===== config.mk =====
export PLATFORM = sky130hd
export DESIGN_NAME = ann_layer_sequencer
export DESIGN_NICKNAME = d
export VERILOG_FILES = /design/src/rtl/ann_pkg.sv /design/src/rtl/ann_coef_addr_gen.sv /design/src/rtl/ann_layer_sequencer.sv
export SDC_FILE = /design/constraint.sdc
export NUM_CORES = 1
export LEC_CHECK = 0
export BUFFER_PORTS_ARGS = -buffer_cell sky130_fd_sc_hd__buf_2
export CAP_MARGIN = 20
export CORE_UTILIZATION = 30
export CTS_BUF_LIST = sky130_fd_sc_hd__clkbuf_4 sky130_fd_sc_hd__clkbuf_8
export DETAILED_ROUTE_END_ITERATION = 10
export MAX_ROUTING_LAYER = met4
export PLACE_DENSITY = 0.56
export SYNTH_ARGS = -nofsm -noshare
export SYNTH_HDL_FRONTEND = slang
export SYNTH_SLANG_ARGS = --single-unit

===== constraint.sdc =====
create_clock -name clk -period 2.7 [get_ports clk]
set_input_delay 0.135 -clock clk [delete_from_list [all_inputs] [get_ports clk]]
set_output_delay 0.135 -clock clk [all_outputs]
set_load 0.01 [all_outputs]

===== src/rtl/ann_pkg.sv =====
// ann_pkg: shared layer geometry, state encoding and per-layer helpers for the ANN sequencer.
package ann_pkg;
    localparam int INPUT_LAYER  = 16;
    localparam int SECOND_LAYER = 4;
    localparam int THIRD_LAYER  = 1;
    localparam int COEF_ADDR_W  = 8;
    localparam int BASE_L0      = 0;
    localparam int BASE_L1      = INPUT_LAYER * SECOND_LAYER;
    localparam int IN_W   = $clog2(INPUT_LAYER > SECOND_LAYER ? INPUT_LAYER : SECOND_LAYER);
    localparam int NODE_W = $clog2(SECOND_LAYER > THIRD_LAYER ? SECOND_LAYER : THIRD_LAYER);
    typedef enum logic [2:0] {IDLE, WAIT_LOAD, CLEAR, REQ, ACCUM, STORE, DONE} seq_state_t;
    function automatic int fan_in(input logic layer);
        return layer ? SECOND_LAYER : INPUT_LAYER;
    endfunction
    function automatic int nodes(input logic layer);
        return layer ? THIRD_LAYER : SECOND_LAYER;
    endfunction
    function automatic int base(input logic layer);
        return layer ? BASE_L1 : BASE_L0;
    endfunction
endpackage


===== src/rtl/ann_coef_addr_gen.sv =====
// ann_coef_addr_gen: coefficient address = layer base + node * fan_in + input index.
module ann_coef_addr_gen
    import ann_pkg::*;
#(
    parameter int ADDR_W = COEF_ADDR_W
) (
    input  logic              layer_i,
    input  logic [NODE_W-1:0] node_i,
    input  logic [IN_W-1:0]   in_i,
    output logic [ADDR_W-1:0] addr_o
);
    assign addr_o = ADDR_W'(base(layer_i) + int'(node_i) * fan_in(layer_i) + int'(in_i));
endmodule


===== src/rtl/ann_layer_sequencer.sv =====
// ann_layer_sequencer: walks every node of both layers, fetching coefficients and pulsing MAC controls.
module ann_layer_sequencer
    import ann_pkg::*;
#(
    parameter int ADDR_W = COEF_ADDR_W
) (
    input  logic              clk,
    input  logic              rst,
    input  logic              start,
    input  logic              weights_loaded,
    output logic              coef_req,
    output logic [ADDR_W-1:0] coef_addr,
    input  logic              coef_ack,
    output logic              layer_sel,
    output logic [4:0]        in_sel,
    output logic              acc_clear,
    output logic              acc_en,
    output logic              act_en,
    output logic [1:0]        store_idx,
    output logic              busy,
    output logic              done
);
    seq_state_t        state_q, state_d;
    logic              layer_q, layer_d;
    logic [NODE_W-1:0] node_q, node_d;
    logic [IN_W-1:0]   in_q, in_d;
    logic [ADDR_W-1:0] addr_d;
    always_comb begin
        state_d = state_q;
        layer_d = layer_q;
        node_d  = node_q;
        in_d    = in_q;
        case (state_q)
            IDLE:      if (start) state_d = weights_loaded ? CLEAR : WAIT_LOAD;
            WAIT_LOAD: if (weights_loaded) state_d = CLEAR;
            CLEAR: begin
                in_d    = '0;
                state_d = REQ;
            end
            REQ:       if (coef_ack) state_d = ACCUM;
            ACCUM: begin
                state_d = (in_q == IN_W'(fan_in(layer_q) - 1)) ? STORE : REQ;
                in_d    = (state_d == REQ) ? in_q + IN_W'(1) : in_q;
            end
            STORE: begin
                if (node_q != NODE_W'(nodes(layer_q) - 1)) begin
                    node_d  = node_q + NODE_W'(1);
                    state_d = CLEAR;
                end else if (!layer_q) begin
                    layer_d = 1'b1;
                    node_d  = '0;
                    state_d = CLEAR;
                end else begin
                    state_d = DONE;
                end
            end
            default: begin
                state_d = IDLE;
                layer_d = 1'b0;
                node_d  = '0;
                in_d    = '0;
            end
        endcase
    end
    ann_coef_addr_gen #(.ADDR_W(ADDR_W)) u_addr (
        .layer_i(layer_d),
        .node_i (node_d),
        .in_i   (in_d),
        .addr_o (addr_d)
    );
    // Outputs are decoded from the next state so they are registered yet line up with the state.
    always_ff @(posedge clk or posedge rst) begin
        if (rst) begin
            state_q   <= IDLE;
            layer_q   <= 1'b0;
            node_q    <= '0;
            in_q      <= '0;
            coef_req  <= 1'b0;
            coef_addr <= '0;
            layer_sel <= 1'b0;
            in_sel    <= '0;
            acc_clear <= 1'b0;
            acc_en    <= 1'b0;
            act_en    <= 1'b0;
            store_idx <= '0;
            busy      <= 1'b0;
            done      <= 1'b0;
        end else begin
            state_q   <= state_d;
            layer_q   <= layer_d;
            node_q    <= node_d;
            in_q      <= in_d;
            coef_req  <= state_d == REQ;
            coef_addr <= (state_d == REQ) ? addr_d : '0;
            layer_sel <= (state_d == ACCUM) && layer_d;
            in_sel    <= (state_d == ACCUM) ? 5'(in_d) : '0;
            acc_clear <= state_d == CLEAR;
            acc_en    <= state_d == ACCUM;
            act_en    <= state_d == STORE;
            store_idx <= (state_d == STORE) ? 2'(node_d) : '0;
            busy      <= state_d != IDLE;
            done      <= state_d == DONE;
        end
    end
endmodule


* After elaboration in Yosys (flattened, before gate mapping)
Index checks and enable logic that the tools add are counted.
** Word-level totals
- Register bits :: 31
- Bits of input ports :: 5
** Cells by class
- $mul :: 1
- Reductions and logical operators :: 5
- Equality and inequality tests :: 13
- $add $sub $neg :: 6
- Multiplexer cells :: 22
** Operators by type and width (count)
- 3-bit by 32-bit multiplier with 8-bit output :: 1
- 3-bit 2-to-1 mux :: 7
- 3-bit one-hot mux with 6 select lines :: 1
- 3-bit by 2-bit == test with 1-bit output (second input constant) :: 5
- 3-bit == test (second input constant) :: 5
- 8-bit by 5-bit adder with 8-bit output :: 1
- 8-bit adder :: 1
- 2-bit 2-to-1 mux :: 4
- 4-bit 2-to-1 mux :: 2
- 8-bit 2-to-1 mux :: 1
- 4-bit one-hot mux with 2 select lines :: 1
- 7-bit 2-to-1 mux :: 1
- 5-bit 2-to-1 mux :: 1
- 5-bit OR reduction :: 1
- 4-bit by 1-bit adder with 4-bit output (second input constant) :: 1
- 4-bit == test :: 1
- 2-bit one-hot mux with 2 select lines :: 1
- 4-bit OR reduction :: 1
- 4-bit by 1-bit subtractor with 4-bit output (second input constant) :: 1
- 3-bit by 1-bit == test with 1-bit output (second input constant) :: 1
- 3-bit zero test :: 1
- 3-bit nonzero test :: 1
- 2-bit by 1-bit adder with 2-bit output (second input constant) :: 1
- 1-bit 2-to-1 mux :: 2
- 4 further kinds :: 4

* Logic depth before layout (Yosys ltp)
- Word-level depth :: 10
- Mapped depth :: 12
- Mapped depth without buffers :: 12

* Modules after synthesis
From an unflattened synthesis, not the netlist that was laid out.
** Unflattened totals
- Cells, all modules :: 137
- Area total of the unflattened synthesis :: 1490.2 um^2
** By module, submodules not included
- ann_layer_sequencer :: area each 1322.5 um^2, times used 1, cells each 116, seq. area each 775.7 um^2
- ann_coef_addr_gen :: area each 167.7 um^2, times used 1, cells each 21, seq. area each 0.0 um^2

* Worst setup path before layout
Ideal clock, no wire load.
- Kind :: reg-to-reg
- Start :: reg layer_q
- End :: reg coef_addr[5]
- Period minus slack after synthesis :: 2723 ps
- Data required time :: 2622 ps
- Cell stages (with the launch flop) :: 13
- Slack :: -23 ps
- Arrival :: 2645 ps
- Cell sequence :: dfrtp_1 -> ha_1 -> nand2_1 -> mux2i_1 -> o21ai_0 -> a21boi_0 -> nor2_1 -> ha_1 -> ha_1 -> inv_1 -> fa_1 -> a21o_1 -> a21oi_1
** On the way
- Word-level cells in the longest chain between the ends :: 10
- Elaborated cells between the ends (all ways) :: 24
- Classes of those cells :: add/sub (4); mul (1); eq/ne (4); mux (15)
** Ends and longest elaborated chain
- from (decl) :: line ann_layer_sequencer.sv:24 : logic layer_q, layer_d;
- from (signal assigned) :: line ann_layer_sequencer.sv:90 : layer_q <= layer_d;
- 1-bit 2-to-1 mux :: line ann_pkg.sv:16 : return layer ? THIRD_LAYER : SECOND_LAYER;
- 2-bit by 1-bit subtractor with 2-bit output :: line ann_layer_sequencer.sv:46 : if (node_q != NODE_W'(nodes(layer_q) - 1)) begin
- 2-bit inequality test :: line ann_layer_sequencer.sv:46
- 1-bit 2-to-1 mux :: line ann_layer_sequencer.sv:46
- 1-bit one-hot mux with 2 select lines :: line ann_layer_sequencer.sv:33 : case (state_q)
- 5-bit 2-to-1 mux :: line ann_pkg.sv:13 : return layer ? SECOND_LAYER : INPUT_LAYER;
- 3-bit by 32-bit multiplier with 8-bit output :: line ann_coef_addr_gen.sv:12 : assign addr_o = ADDR_W'(base(layer_i) + int'(node_i) * fan_in(layer_i) + int'(in_i));
- 8-bit adder :: line ann_coef_addr_gen.sv:12
- 8-bit by 5-bit adder with 8-bit output :: line ann_coef_addr_gen.sv:12
- 8-bit 2-to-1 mux (*) :: line ann_layer_sequencer.sv:94 : coef_addr <= (state_d == REQ) ? addr_d : '0;
- to (signal assigned) :: line ann_layer_sequencer.sv:94
- to (decl) :: line ann_layer_sequencer.sv:12 : output logic [ADDR_W-1:0] coef_addr,
Mark *: on every way between the ends. The rest lies on a longest branch, timed or not.

* Worst setup path in the final report
- Start :: reg node_q[1]
- End :: reg coef_addr[6]
** On the way
- Word-level cells in the longest chain between the ends :: 8
- Elaborated cells between the ends (all ways) :: 16
- Classes of those cells :: add/sub (3); mul (1); eq/ne (2); mux (10)
** Ends and longest elaborated chain
- from (decl) :: line ann_layer_sequencer.sv:25 : logic [NODE_W-1:0] node_q, node_d;
- from (signal assigned) :: line ann_layer_sequencer.sv:91 : node_q <= node_d;
- 2-bit inequality test :: line ann_layer_sequencer.sv:46
- 1-bit 2-to-1 mux :: line ann_layer_sequencer.sv:46
- 1-bit one-hot mux with 2 select lines :: line ann_layer_sequencer.sv:33
- 5-bit 2-to-1 mux :: line ann_pkg.sv:13
- 3-bit by 32-bit multiplier with 8-bit output :: line ann_coef_addr_gen.sv:12
- 8-bit adder :: line ann_coef_addr_gen.sv:12
- 8-bit by 5-bit adder with 8-bit output :: line ann_coef_addr_gen.sv:12
- 8-bit 2-to-1 mux (*) :: line ann_layer_sequencer.sv:94
Marked as above.

==> impl_metrics.py <==
metrics = {
    "setup_path": {
        "worst_setup_path_start_kind": "flip-flop",
        "path_cells": "ha_4 > nand2_2 > mux2i_1 > o21ai_1 > a21boi_1 > nor2_1 > ha_1 > ha_1 > a21oi_1 > nor2_1 > a211oi_2 > nor2_1",
        "crit_arrival_ps": 2770,
        "cp_max_fo": 4,
        "end_kind": "flip-flop",
        "cp.required_ps": 2850,
        "path_class": "reg -> reg",
        "cp_slowest_cell": "dfrtp_1",
        "cp_common_cell": "nor2_1",
        "critPathMaxStageDelay_ps": 430,
    },
    "hold_path": {
        "hp-class": "in -> reg",
    },
    "routing": {
        "routed_wl_um": 3360,
        "detail-route-antenna-nets": 0,
        "drc": 0,
        "routedWlPerCell_um": 14.3,
        "vias": 1167,
        "routed_via_density": 4.97,
        "drt_iter0_markers": 75,
        "dr.pass1.iters": 4,
    },
    "clock_tree": {
        "ctsHtreeMaxLevel": 2,
        "cts_root_buf": "clkbuf_8",
        "path_clk_slew_ps": 60,
        "clock_latency_ps": 280,
        "ctsLongestPathBuffers": 2,
        "clkSinkCount": 31,
        "cts_buffers": 5,
        "cts_tree": "built",
    },
    "grt": {
        "grt_pass1_vias": 1145,
        "grt_use_total": 0.153,
        "grt_max_degree": 17,
        "antenna_found_initial": 0,
        "grt_overflow": 0,
        "grt_pass1_wl_um": 5710,
    },
    "sta": {
        "rsz0062_at_grt": "true",
        "fmaxAchievable_ghz": 0.381,
        "post-route-period-util": 0.972,
        "setup_viol": 0,
        "setup_slack_ps": 74.7,
        "period_needed_ps": 2630,
        "fin_skew_ps": 2.67,
        "hold_violations": 0,
        "relSlewSlack": 0.600,
        "tightest_slew_ps": 599,
        "setup_tns_ps": 0,
        "slew_violations": 0,
    },
    "floorplanning": {
        "fp.dieW_um": 71.8,
        "initial_utilization": 0.312,
        "rows": 25,
        "die_h_um": 71.8,
        "boundaryPins": 27,
        "dieArea_sq_um": 5160,
        "core_sq_um": 4690,
    },
    "power_and_ir_drop": {
        "leakagePower_nw": 0.965,
        "power_density_nw_per_um2": 1050,
        "p_switching_w": 0.000776,
        "p_sw_frac": 0.393,
        "comb_power_share": 0.467,
        "p_seq_frac": 0.347,
        "power.internal_w": 0.00120,
        "clock_power_share": 0.186,
        "max-vdd-ir-drop_mv": 0.372,
    },
    "final_layout": {
        "drive_above_1_share": 0.348,
        "multiInputGateArea_sq_um": 676,
        "fin_cells": 235,
        "diodes": 0,
        "layout.nets": 194,
        "fillCellCount": 454,
        "mostFrequentLayoutCells": "dfrtp_1 (30), buf_2 (25), nor2_1 (15)",
        "seq_area_sq_um": 777,
        "area_growth_syn_to_layout_pct": 28.9,
        "layout_commonest_cell": "dfrtp_1",
    },
    "synth": {
        "synth_cells": 138,
        "async_flop_share": 1.00,
        "ys_types": 45,
        "synth-seq-area-share": 0.530,
        "synthFlopType": "dfrtp_1",
        "synth_area_per_cell_sq_um": 10.6,
        "synth-edff-count": 0,
        "yosysWarnings": 0,
        "synth.ff_latch_count": 31,
        "syn-cell-area_sq_um": 1460,
    },
    "placement": {
        "place.gp.congestion": 0.862,
        "dp_hpwl_um": 2390,
        "place_ws_ps": -54.2,
        "dp.cells": 221,
        "port_buffers": 25,
    },
    "run": {
        "drv_cap": 0,
    },
    "run_status": {
        "status": "completed",
    },
}
==> sequential cells by signal, summed over array words and instances (netlist names), 2 cells and up <==
signal     cells
coef_addr      8
in_q           4
in_sel         4
node_q         2
state_q        3
store_idx      2
==> final cells by class <==
cell class | count | area share
inverters | 14 | 0.0279
repair buffers | 38 | 0.119
multi-input cells | 91 | 0.358
clock buffers | 6 | 0.0438
flip-flops and latches | 31 | 0.412
well taps | 54 | 0.0358
clock inverters | 1 | 0.00265
==> metrics by stage <==
stage          power [W]   util  area, sq um  hold WS, ps
6_report         0.00197  0.402         1890          168
5_1_grt          0.00212  0.402         1890          204
4_1_cts          0.00186  0.391         1830          162
3_5_place_dp     0.00141  0.360         1690          241
3_3_place_gp     0.00140  0.360         1690          229
2_1_floorplan    0.00115      -         1470          239
==> final timing paths <==
path | from | slack, ps | end | cells past startpoint
setup reg to reg | node_q[1] | 70 | coef_addr[6] | 12
hold reg to reg | in_q[0] | 620 | in_q[0] | 1
max in group asynchronous | rst | 1610 | coef_req | 4
setup / recovery | node_q[1] | 70 | coef_addr[6] | 12
min in group asynchronous | rst | 460 | coef_addr[7] | 3
hold / removal | coef_ack | 170 | in_sel[2] | 3
==> cell families after synthesis <==
| kind of cell | share of synthesized area |
|---|---|
| compound gates | 0.142 |
| fa+ha+maj | 0.0736 |
| buf+inv | 0.0470 |
| flops | 0.530 |
| mux | 0.00684 |
| other cells | 0.00256 |
| simple gates | 0.198 |
==> power groups by stage <==
stage,logic (W),registers [W],clock network [W]
CTS,0.000814,0.000672,0.000378
finish,0.000923,0.000684,0.000367
global route,0.00102,0.000698,0.000399
detailed placement,0.000744,0.000668,0
floorplan,0.000487,0.000664,0
global placement,0.000737,0.000665,0
==> cell usage after synthesis (2+ instances only) <==
cell type / n / area [sq um]
dfrtp_1: 31 / 776
ha_1: 7 / 87.6
and3_1: 2 / 12.5
nand2_1: 6 / 22.5
inv_2: 2 / 7.51
nand3_1: 2 / 10.0
o21ai_0: 8 / 40.0
a31oi_1: 2 / 12.5
nand2b_1: 3 / 18.8
nor4_1: 2 / 12.5
nor2_1: 15 / 56.3
a21o_1: 2 / 15.0
inv_1: 12 / 45.0
nor3b_2: 2 / 25.0
or3_1: 2 / 12.5
nor3_1: 4 / 20.0
nor2b_1: 3 / 18.8
a21oi_1: 6 / 30.0
==> worst max-delay path: cells and delay by family (launching register included) <==
kind	cells	cell delay [ps]
compound gates	4	760
fa+ha+maj	3	750
flops	1	430
simple gates	4	280
mux	1	250
==> metal layers <==
layer	global-route usage	part of all wire	up-vias
met5	-	0	-
met4	0.0566	0.012	0
met3	0.0478	0.050	4
met2	0.236	0.46	32
met1	0.188	0.47	569
li1	-	-	562
==> what timing repair did <==
action                     4_1_cts  5_1_grt
hold buffers                     1        0
gates resized for setup          4        9
setup endpoints to repair        2        3
hold endpoints to repair        15        0
pin swaps                        1        6
setup buffers                    3        3
No activity file was read; power rests on OpenSTA's default activity.
